$ cat config.mk
export PLATFORM = sky130hd
export DESIGN_NAME = hazard_ctrl
export DESIGN_NICKNAME = d
export VERILOG_FILES = /design/src/rtl/core_pkg.sv /design/src/rtl/hazard_detect.sv /design/src/rtl/hazard_ctrl.sv
export SDC_FILE = /design/constraint.sdc
export NUM_CORES = 1
export LEC_CHECK = 0
export CORE_ASPECT_RATIO = 1.1
export CORE_UTILIZATION = 39
export CTS_CLUSTER_DIAMETER = 80
export DETAILED_ROUTE_END_ITERATION = 7
export PLACE_DENSITY = 0.73
export SETUP_SLACK_MARGIN = 0.05
export SLEW_MARGIN = 20
export SYNTH_ARGS = -nofsm -noshare
export SYNTH_HDL_FRONTEND = slang
export SYNTH_HIERARCHICAL = 1
export SYNTH_SLANG_ARGS = --single-unit
$ cat constraint.sdc
create_clock -name clk -period 5.35 [get_ports clk]
set_input_delay 0.535 -clock clk [delete_from_list [all_inputs] [get_ports clk]]
set_output_delay 0.535 -clock clk [all_outputs]
set_load 0.005 [all_outputs]
$ cat src/rtl/core_pkg.sv
`default_nettype none
// ============================================================================
//  Module   : core_pkg
//  Brief    : Shared types and constants for the 5-stage core control path.
//  Revision : 1.0  initial release
// ============================================================================
package core_pkg;

    // Pipeline sequencing controller states
    typedef enum logic [0:0] {
        CTRL_RUN      = 1'b0,
        CTRL_MEM_WAIT = 1'b1
    } ctrl_state_e;

    // Architectural zero register; a load to x0 never creates a hazard
    localparam logic [4:0] REG_ZERO = 5'd0;

endpackage : core_pkg
`default_nettype wire

$ cat src/rtl/hazard_detect.sv
`default_nettype none
// ============================================================================
//  Module   : hazard_detect
//  Brief    : Combinational load-use hazard compare between ID and ID/EX.
//  Revision : 1.0  initial release
// ============================================================================
module hazard_detect
    import core_pkg::*;
(
    input  logic [4:0] i_rs1,
    input  logic [4:0] i_rs2,
    input  logic       i_uses_rs1,
    input  logic       i_uses_rs2,
    input  logic [4:0] i_ex_rd,
    input  logic       i_ex_mem_read,
    output logic       o_load_use
);

    logic w_rs1_hit;
    logic w_rs2_hit;

    // A load in EX whose (non-zero) destination is read by the ID instruction
    always_comb begin
        w_rs1_hit  = i_uses_rs1 && (i_ex_rd == i_rs1);
        w_rs2_hit  = i_uses_rs2 && (i_ex_rd == i_rs2);
        o_load_use = i_ex_mem_read && (i_ex_rd != REG_ZERO) && (w_rs1_hit || w_rs2_hit);
    end

endmodule : hazard_detect
`default_nettype wire

$ cat src/rtl/hazard_ctrl.sv
`default_nettype none
// ============================================================================
//  Module   : hazard_ctrl
//  Brief    : Pipeline sequencing controller: load-use stalls, taken-branch
//             flushes, data-memory wait freezes, perf counters, mem timeout.
//  Revision : 1.0  initial release
// ============================================================================
module hazard_ctrl
    import core_pkg::*;
#(
    parameter int MEM_TIMEOUT = 256,
    parameter int CNT_W       = 32
) (
    input  logic             clk,
    input  logic             rst,
    input  logic [4:0]       if_id_rs1,
    input  logic [4:0]       if_id_rs2,
    input  logic             id_uses_rs1,
    input  logic             id_uses_rs2,
    input  logic [4:0]       id_ex_rd,
    input  logic             id_ex_mem_read,
    input  logic             ex_branch_taken,
    input  logic             dmem_req,
    input  logic             dmem_ready,
    output logic             pc_write,
    output logic             pc_sel_branch,
    output logic             if_id_write,
    output logic             if_id_flush,
    output logic             id_ex_write,
    output logic             id_ex_flush,
    output logic             ex_mem_write,
    output logic             mem_wb_write,
    output logic [CNT_W-1:0] stall_cnt,
    output logic [CNT_W-1:0] flush_cnt,
    output logic             mem_err
);

    localparam int                  c_wait_w   = $clog2(MEM_TIMEOUT + 1);
    localparam logic [c_wait_w-1:0] c_wait_max = c_wait_w'(MEM_TIMEOUT);

    ctrl_state_e         r_state;
    ctrl_state_e         w_state_nxt;
    logic [c_wait_w-1:0] r_wait_cnt;
    logic [c_wait_w-1:0] w_wait_inc;
    logic                w_load_use;
    logic                w_freeze;
    logic                w_branch;
    logic                w_lu_stall;

    hazard_detect u_hazard_detect (
        .i_rs1         (if_id_rs1),
        .i_rs2         (if_id_rs2),
        .i_uses_rs1    (id_uses_rs1),
        .i_uses_rs2    (id_uses_rs2),
        .i_ex_rd       (id_ex_rd),
        .i_ex_mem_read (id_ex_mem_read),
        .o_load_use    (w_load_use)
    );

    // Hazard classification; a ready in MEM_WAIT releases the freeze at once
    always_comb begin
        w_freeze   = ((r_state == CTRL_MEM_WAIT) || dmem_req) && !dmem_ready;
        w_branch   = ex_branch_taken && !w_freeze;
        // A branch squashes the ID instruction, so its load-use is moot
        w_lu_stall = w_load_use && !w_freeze && !ex_branch_taken;
        w_wait_inc = (r_wait_cnt == c_wait_max) ? c_wait_max : r_wait_cnt + 1'b1;
    end

    // Next-state and pipeline control outputs, priority freeze > branch > load-use
    always_comb begin
        w_state_nxt   = r_state;
        pc_write      = 1'b0;
        pc_sel_branch = 1'b0;
        if_id_write   = 1'b0;
        if_id_flush   = 1'b0;
        id_ex_write   = 1'b0;
        id_ex_flush   = 1'b0;
        ex_mem_write  = 1'b0;
        mem_wb_write  = 1'b0;

        case (r_state)
            CTRL_RUN:      if (dmem_req && !dmem_ready) w_state_nxt = CTRL_MEM_WAIT;
            CTRL_MEM_WAIT: if (dmem_ready)              w_state_nxt = CTRL_RUN;
            default:                                    w_state_nxt = CTRL_RUN;
        endcase

        if (rst || w_freeze) begin
            // everything held
        end else if (w_branch) begin
            pc_write      = 1'b1;
            pc_sel_branch = 1'b1;
            if_id_write   = 1'b1;
            if_id_flush   = 1'b1;
            id_ex_write   = 1'b1;
            id_ex_flush   = 1'b1;
            ex_mem_write  = 1'b1;
            mem_wb_write  = 1'b1;
        end else if (w_lu_stall) begin
            // hold PC and IF/ID, inject one bubble into ID/EX
            id_ex_write   = 1'b1;
            id_ex_flush   = 1'b1;
            ex_mem_write  = 1'b1;
            mem_wb_write  = 1'b1;
        end else begin
            pc_write      = 1'b1;
            if_id_write   = 1'b1;
            id_ex_write   = 1'b1;
            ex_mem_write  = 1'b1;
            mem_wb_write  = 1'b1;
        end
    end

    // State register plus memory-wait watchdog with sticky error
    always_ff @(posedge clk or posedge rst) begin
        if (rst) begin
            r_state    <= CTRL_RUN;
            r_wait_cnt <= '0;
            mem_err    <= 1'b0;
        end else begin
            r_state <= w_state_nxt;
            if (r_state == CTRL_RUN && w_state_nxt == CTRL_MEM_WAIT) begin
                r_wait_cnt <= '0;
            end else if (r_state == CTRL_MEM_WAIT) begin
                r_wait_cnt <= w_wait_inc;
                if (w_wait_inc == c_wait_max) mem_err <= 1'b1;
            end
        end
    end

    // Performance counters, wrapping modulo 2^CNT_W
    always_ff @(posedge clk or posedge rst) begin
        if (rst) begin
            stall_cnt <= '0;
            flush_cnt <= '0;
        end else begin
            if (w_freeze || w_lu_stall) stall_cnt <= stall_cnt + 1'b1;
            if (w_branch)               flush_cnt <= flush_cnt + 1'b1;
        end
    end

endmodule : hazard_ctrl
`default_nettype wire

# Word level (Yosys, flattened, before mapping)
# Cells that the tools add are included.
# totals
input_bits	23
regBits	75
# classes
addsub	3
bitwise	2
n_eq_ne	4
muxes	15
n_reduce_logical	20
# op_table
op	count
$add A32 B1 Y32 const B	2
$mux W9	3
$eq A9 B9 Y1 const B	2
$mux W1	11
$eq A5 B5 Y1	2
$logic_and A1 B1 Y1	10
$add A9 B1 Y9 const B	1
$reduce_bool A5 Y1	1
$logic_or A1 B1 Y1	4
$logic_not A1 Y1	3
$reduce_and A3 Y1	1
$not A1 Y1	2
$pmux W1 S2	1
$reduce_bool A2 Y1	1

# Depth between registers and ports, before layout
# Gate-level depths: netlist (run 1).
# depth
ltp_word	9
ltp_mapped	9
ltp_nobuf	8

# Modules after synthesis
# Netlist (run 1), hierarchy kept.
# by_module_without_submodules
module	instances	area_per_inst_um2	cells_per_inst
hazard_ctrl	1	3733.6	350
hazard_detect	1	133.9	17

# Worst setup path after synthesis (run 1)
# Ideal clock, no wire load.
# synth_path
path_kind	input -> output
startpoint	input id_ex_rd[1]
endpoint	output pc_write
stages	7
t_arrival_ns	1.725
path_buffers	1
required_ns	4.815
path_slack_ns	3.090
cell_sequence	or4_1 -> o21ai_1 -> a21oi_1 -> nand2b_1 -> nand2_1 -> nor2_1 -> buf_4
# synth_via
elab_chain_cells	9
elab_cells_between_ends	13
classes_between	eq/ne (2); mux (3); reduce/logical (8)
# synth_lines
item	line	text
start, declared	hazard_ctrl.sv:20	input logic [4:0] id_ex_rd,
$eq A5 B5 Y1, on equally long branches	hazard_detect.sv:24, hazard_detect.sv:25	
$logic_and A1 B1 Y1, on equally long branches	hazard_detect.sv:24, hazard_detect.sv:25	
$logic_or A1 B1 Y1	hazard_detect.sv:26	o_load_use = i_ex_mem_read && (i_ex_rd != REG_ZERO) && (w_rs1_hit || w_rs2_hit);
$logic_and A1 B1 Y1 *	hazard_detect.sv:26	
net w_load_use	hazard_ctrl.sv:45	logic w_load_use;
$logic_and A1 B1 Y1 * (2 in a row)	hazard_ctrl.sv:65	w_lu_stall = w_load_use && !w_freeze && !ex_branch_taken;
$mux W1 * (3 in a row)	--	
end, declared	hazard_ctrl.sv:25	output logic pc_write,
# Mark *: on every way through the listed nets, which the timed path passes. The rest lies on a longest branch.

# Worst setup path in the final report (run 1)
# layout_path
startpoint	input id_ex_rd[4]
endpoint	output if_id_write
# layout_via
elab_chain_cells	9
elab_cells_between_ends	13
classes_between	eq/ne (2); mux (3); reduce/logical (8)
# layout_lines
item	line	text
$eq A5 B5 Y1, on equally long branches	hazard_detect.sv:24, hazard_detect.sv:25	
$logic_and A1 B1 Y1, on equally long branches	hazard_detect.sv:24, hazard_detect.sv:25	
$logic_or A1 B1 Y1	hazard_detect.sv:26	
$logic_and A1 B1 Y1 *	hazard_detect.sv:26	
net w_load_use	hazard_ctrl.sv:45	
$logic_and A1 B1 Y1 * (2 in a row)	hazard_ctrl.sv:65	
$mux W1 *	hazard_ctrl.sv:98	end else if (w_lu_stall) begin
$mux W1 *	hazard_ctrl.sv:89	end else if (w_branch) begin
$mux W1 *	hazard_ctrl.sv:87	if (rst || w_freeze) begin
end, declared	hazard_ctrl.sv:27	output logic if_id_write,
# Marked as above.

==> results of run 1 <==
## sequential cells by signal, summed over array words and instances (netlist names)
| signal | flops |
|---|---|
| r_state | 1 |
| mem_err | 1 |
| r_wait_cnt | 9 |
| stall_cnt | 32 |
| flush_cnt | 32 |
## power groups by stage
| stage | Sequential, mW | Clock (mW) | Combinational (mW) |
|---|---|---|---|
| 3_3_place_gp | 0.699 | 0 | 0.267 |
| 6_report | 0.691 | 0.386 | 0.270 |
| 3_5_place_dp | 0.702 | 0 | 0.273 |
| 2_1_floorplan | 0.687 | 0 | 0.128 |
| 5_1_grt | 0.701 | 0.417 | 0.297 |
| 4_1_cts | 0.691 | 0.399 | 0.276 |
## cells in the mapped netlist, types with 8 or more instances
cell     instances
nand3_1         32
nor2_1           8
xnor2_1         61
nand4_1         32
dfrtp_1         75
and3_1          14
inv_1           12
nand2_1         27
buf_4            8
xor2_1          13
## worst max-delay path: cells and delay by family
kind	cells	cell delay, ns
AOI/OAI and AO/OA	2	0.21
and+or+nand+nor	4	1.00
buffers and inverters	2	1.02
## per-layer routing
layer / vias to the layer above / wire length, um
met2: 88 / 4140
met5: - / 0
met3: 14 / 477
met1: 1475 / 3690
li1: 1458 / -
met4: 0 / 121
## layout make-up
class | count | area, um2
fill | 852 | 4460
sequential | 75 | 1880
multi-input combinational | 261 | 1830
timing repair buffer | 96 | 958
tap | 117 | 146
clock buffer | 10 | 138
inverter | 12 | 45.0
clock inverter | 5 | 30.0
## path summary, 6_finish.rpt
path | endpoint | slack [ns]
max reg2reg | flush_cnt[23] | 3.24
min | flush_cnt[31] | 0.47
min reg2reg | flush_cnt[31] | 0.47
max in group asynchronous | flush_cnt[1] | 3.65
max | if_id_write | 2.04
min in group asynchronous | stall_cnt[3] | 0.71
## layout by cell type, fill, tap and decap left out, types with 8 or more instances in the layout
cell type	count
clkdlybuf4s50_1	95
clkbuf_8	10
xor2_1	13
and3_1	14
xnor2_1	61
nand2_1	27
dfrtp_1	75
nor2_1	8
nand3_1	32
inv_1	11
nand4_1	32
## cell families (layout without fill, tap and decap cells)
kind of cell / after synthesis / after routing / share of synthesized area
and+or+nand+nor: 150 / 150 / 0.229
adders and majority gates: 4 / 4 / 0.0129
AOI/OAI and AO/OA: 28 / 28 / 0.0495
muxes: 5 / 5 / 0.0139
xor gates and xnor gates: 74 / 74 / 0.168
DFF: 75 / 75 / 0.485
buffers and inverters: 31 / 123 / 0.0417
## metrics by stage
step           utilization  setup WS, ns
6_report             0.530          2.04
3_5_place_dp         0.512          2.00
2_1_floorplan            -          2.91
3_3_place_gp         0.512          1.97
4_1_cts              0.530          2.06
5_1_grt              0.530          1.93
==> run summary, run 1 <==
outcome -> complete, no violations
FP Rows -> 37
CP dominant cell by count -> clkdlybuf4s50_1
Main synth FF type -> dfrtp_1
slowest stage delay, CP -> 0.54 ns
Worst Setup Path Type -> input pin to output pin
Tcrit/Tclk final -> 0.619
Setup crit end kind -> output pin
IO Count -> 96
number of gates resized after cts -> 0
post-route ant nets -> 0
most used routing layer -> met2
Async SR Flop Fraction -> 1.00
sequential area share after synthesis -> 0.485
Total GRT Usage -> 0.170
DRC -> 0
CP Launch Type -> input pin
logic gate share of total power -> 0.201
Routed wire per std cell -> 14.6 um
cells after synthesis -> 367
TritonCTS clock tree -> built
Min-Delay Path Depth -> 1
Clock Pin Slew Worst Setup and Hold Paths -> 0.08 ns
WL final -> 8430 um
min-delay src -> flush_cnt[31]
RSZ-0062 raised after global routing -> false
hold crit path type -> register to register
global routing usage on met3 -> 0.0480
design area -> 5030 um2
Slew headroom -> 0.320
synthesized flop and latch total -> 75
drt first pass iters -> 4
met1 Use GR -> 0.211
H-tree Lvls -> 3
Die Height -> 106 um
Longest Clk Path Bufs -> 2
DIE WIDTH -> 96.9 um
met2 usage -> 0.287
Worst path slowest cell -> or4_1
CP max FO -> 5
Starting DRT DRC Count -> 140
Synth area leaders -> dfrtp_1 49%, xnor2_1 14%, nand4_1 5.2%
Worst Setup SP -> id_ex_rd[4]
Post-synth EDFFs -> 0
die area -> 10300 um2
crit path time final -> 3.31 ns
first-pass GRT wire length -> 14300 um
Hold Slack -> 0.470 ns
placed cell count -> 561
Worst Reg-to-Reg Cells -> 5
post-DP HPWL -> 5920 um
Worst Max-Slew Pin Slew -> 1.02 ns
Final setup viols -> 0
PwrDens -> 268 nW/um2
Worst EP arrival -> 2.77 ns
vias in the first global route -> 2911
largest area contributor in the netlist -> dfrtp_1
layout cells sized above 1 -> 0.0675
number of diodes -> 0
setup TNS -> 0 ns
Vias -> 3035
Synth warnings -> 6
grt ovf -> 0
RR Startpoint -> r_state
leakage power -> 2.06 nW
Clock Skew -> 0.00898 ns
total power -> 1.35 mW
area grow syn2layout -> 30.0%
Syn Std Cell Area -> 3870 um2
top cell type's share of synthesized area -> 0.485
switch share -> 0.293
maxcap violations -> 0
Clock power frac -> 0.286
Syn Area/Cell -> 10.5 um2
gpl congestion -> 0.807
postcts setup bufs -> 0
placed inst area -> 4860 um2
number of hold buffers added after cts -> 0
clk_lat worst skew -> 0.35 ns
Critical Path RT -> 4.82 ns
cell internal pwr -> 953 uW
Core Region -> 9490 um2
Synthesized Nets -> 394
Vias per Instance -> 5.27
initial antenna violation count -> 0
Layout Nets -> 482
Clock Tree Root -> clkbuf_8
I/O Buffers -> 95
CTS sink count -> 75
largest net degree at the start of global routing -> 44
Psw -> 394 uW
Initial Util -> 0.408
Peak VDD IR -> 0.000125 V
Non-Filler Instances -> 576
CTS buffer count -> 9
sequential share of power -> 0.513
fmax -> 302 MHz
fin. max-slew vios -> 0
crit-path cells -> clkdlybuf4s50_1, or4_1, o21ai_1, a21oi_1, nand2b_1, nand2_1, nor2_1, clkdlybuf4s50_1
unique cell type count in the Yosys netlist -> 45
final hold vios -> 0
No activity file was read; power rests on OpenSTA's default activity.
==> inputs of run 2 (changes only) <==
--- a/config.mk
+++ b/config.mk
@@ -9,7 +9,7 @@
 export CORE_UTILIZATION = 39
 export CTS_CLUSTER_DIAMETER = 80
 export DETAILED_ROUTE_END_ITERATION = 7
-export PLACE_DENSITY = 0.73
+export PLACE_DENSITY = 0.75
 export SETUP_SLACK_MARGIN = 0.05
 export SLEW_MARGIN = 20
 export SYNTH_ARGS = -nofsm -noshare
==> constraint.sdc (replaced) <==
create_clock -name clk -period 2.95 [get_ports clk]
set_input_delay 0.295 -clock clk [delete_from_list [all_inputs] [get_ports clk]]
set_output_delay 0.295 -clock clk [all_outputs]
set_load 0.005 [all_outputs]
==> run summary, run 2 (synthesized netlist as in run 1, its figures left out) <==
Worst path slowest cell -> or4_1 (unchanged)
Clock Pin Slew Worst Setup and Hold Paths -> 0.08 ns (about the same)
WL final -> 8730 um (was 8430 um)
Regs by FF count -> flush_cnt x32, stall_cnt x32, r_wait_cnt x9 (unchanged)
Setup crit end kind -> output pin (unchanged)
Hold Slack -> 0.478 ns (was 0.470 ns)
CP Launch Type -> input pin (unchanged)
number of gates resized after cts -> 0 (unchanged)
cell internal pwr -> 1.85 mW (was 953 uW)
Initial Util -> 0.408 (unchanged)
IO Count -> 96 (unchanged)
postcts setup bufs -> 0 (unchanged)
first-pass GRT wire length -> 15100 um (was 14300 um)
fmax -> 362 MHz
Psw -> 701 uW (was 394 uW)
I/O Buffers -> 95 (unchanged)
Worst Max-Slew Pin Slew -> 0.759 ns (was 1.02 ns)
CP dominant cell by count -> clkdlybuf4s50_1 (unchanged)
CP max FO -> 5 (unchanged)
crit-path cells -> clkdlybuf4s50_1, or4_1, o21ai_1, a21oi_1, nand2b_1, nand2_1, nor2_2, clkdlybuf4s50_1 (was clkdlybuf4s50_1, or4_1, o21ai_1, a21oi_1, nand2b_1, nand2_1, nor2_1, clkdlybuf4s50_1)
DIE WIDTH -> 96.9 um (unchanged)
CTS buffer count -> 9 (unchanged)
Clock power frac -> 0.311 (was 0.286)
largest net degree at the start of global routing -> 33 (was 44)
initial antenna violation count -> 0 (unchanged)
Multi-input gate area -> 1830 um2 (about the same)
PwrDens -> 501 nW/um2 (was 268 nW/um2)
drt first pass iters -> 4 (unchanged)
Worst EP arrival -> 2.47 ns (was 2.77 ns)
Starting DRT DRC Count -> 130 (was 140)
clk_lat worst skew -> 0.34 ns (was 0.35 ns)
area grow syn2layout -> 31.4% (was 30.0%)
number of diodes -> 0 (unchanged)
leakage power -> 2.10 nW (was 2.06 nW)
fillcell total -> 851 (was 852)
grt ovf -> 0 (unchanged)
Layout Nets -> 486 (was 482)
gpl congestion -> 0.872 (was 0.807)
maxcap violations -> 0 (unchanged)
Routed wire per std cell -> 15.1 um (was 14.6 um)
layout cells sized above 1 -> 0.0713 (was 0.0675)
Final setup viols -> 0 (unchanged)
critical path's top delay family -> buffers and inverters (unchanged)
FP Rows -> 37 (unchanged)
crit path time final -> 2.77 ns
Die Height -> 106 um (unchanged)
CTS sink count -> 75 (unchanged)
post-DP HPWL -> 6250 um (was 5920 um)
Peak VDD IR -> 0.000241 V (was 0.000125 V)
setup TNS -> 0 ns (unchanged)
most frequent cells in the layout -> 95 x clkdlybuf4s50_1, 75 x dfrtp_1, 61 x xnor2_1 (unchanged)
outcome -> complete, no violations (unchanged)
Longest Clk Path Bufs -> 2 (unchanged)
die area -> 10300 um2 (unchanged)
logic gate share of total power -> 0.197 (was 0.201)
Worst Setup Path Type -> input pin to output pin (unchanged)
RSZ-0062 raised after global routing -> false (unchanged)
fin. max-slew vios -> 0 (unchanged)
Slew headroom -> 0.490 (was 0.320)
Total GRT Usage -> 0.181 (was 0.170)
Reg area -> 1880 um2 (unchanged)
post-route ant nets -> 0 (unchanged)
WP buf/inv -> 2 (unchanged)
Core Region -> 9490 um2 (unchanged)
Clock Tree Root -> clkbuf_8 (unchanged)
Tcrit/Tclk final -> 0.938
Vias -> 3066 (was 3035)
switch share -> 0.275 (was 0.293)
Vias per Instance -> 5.29 (was 5.27)
Critical Path RT -> 2.65 ns (was 4.82 ns)
DRC -> 0 (unchanged)
Clock Skew -> 0.00984 ns (was 0.00898 ns)
number of hold buffers added after cts -> 0 (unchanged)
slowest stage delay, CP -> 0.54 ns (about the same)
H-tree Lvls -> 3 (unchanged)
final hold vios -> 0 (unchanged)
vias in the first global route -> 3166 (was 2911)
commonest non-fill, non-tap cell in the layout -> clkdlybuf4s50_1 (unchanged)
sequential share of power -> 0.493 (was 0.513)
TritonCTS clock tree -> built (unchanged)
hold crit path type -> register to register (unchanged)
## run 2: final timing paths
| kind | start | end | slack (ns) | depth (start not counted) |
|---|---|---|---|---|
| max | id_ex_rd[4] | pc_write | 0.18 | 8 |
| min | flush_cnt[31] | flush_cnt[31] | 0.48 | 1 |
| max reg2reg | r_state | flush_cnt[23] | 0.89 | 5 |
| min reg2reg | flush_cnt[31] | flush_cnt[31] | 0.48 | 1 |
| max in group asynchronous | rst | r_wait_cnt[5] | 1.71 | 3 |
| min in group asynchronous | rst | stall_cnt[31] | 0.50 | 2 |
## run 2: final cells by class
type / count / area share
inverter: 12 / 0.00886
timing repair buffer: 100 / 0.194
clock buffer: 13 / 0.0313
multi-input combinational: 261 / 0.360
clock inverter: 2 / 0.00689
sequential: 75 / 0.369
tap: 117 / 0.0288
## run 2: routing by layer
metal / GRT usage / vias to the layer above / part of all wire
li1: - / 1466 / -
met1: 0.218 / 1511 / 0.45
met2: 0.312 / 78 / 0.50
met3: 0.0546 / 11 / 0.049
met4: 0.0522 / 0 / 0.0089
met5: 0 / - / 0
## run 2: worst reg2reg max path, delay by kind of cell, from the launching register on
| kind | cells | cell delay, ns |
|---|---|---|
| xor+xnor | 1 | 0.18 |
| compound gates | 1 | 0.26 |
| simple gates | 2 | 0.82 |
| buf+inv | 1 | 0.18 |
| flops | 1 | 0.52 |
## run 2: power groups by stage
stage | clock network, mW | logic, mW | registers (mW)
floorplan | 0 | 0.232 | 1.25
global placement | 0 | 0.494 | 1.27
detailed placement | 0 | 0.508 | 1.27
CTS | 0.816 | 0.512 | 1.25
global route | 0.852 | 0.559 | 1.28
finish | 0.792 | 0.501 | 1.26
## run 2: stage by stage
step	cell area, um2	worst slack [ns]	instances	utilization	power [mW]
2_1_floorplan	3870	0.745	367	-	1.48
3_3_place_gp	4890	0.232	565	0.515	1.76
3_5_place_dp	4890	0.158	565	0.515	1.78
4_1_cts	5080	0.153	580	0.535	2.58
5_1_grt	5080	0.0609	580	0.536	2.69
6_report	5080	0.184	580	0.536	2.55
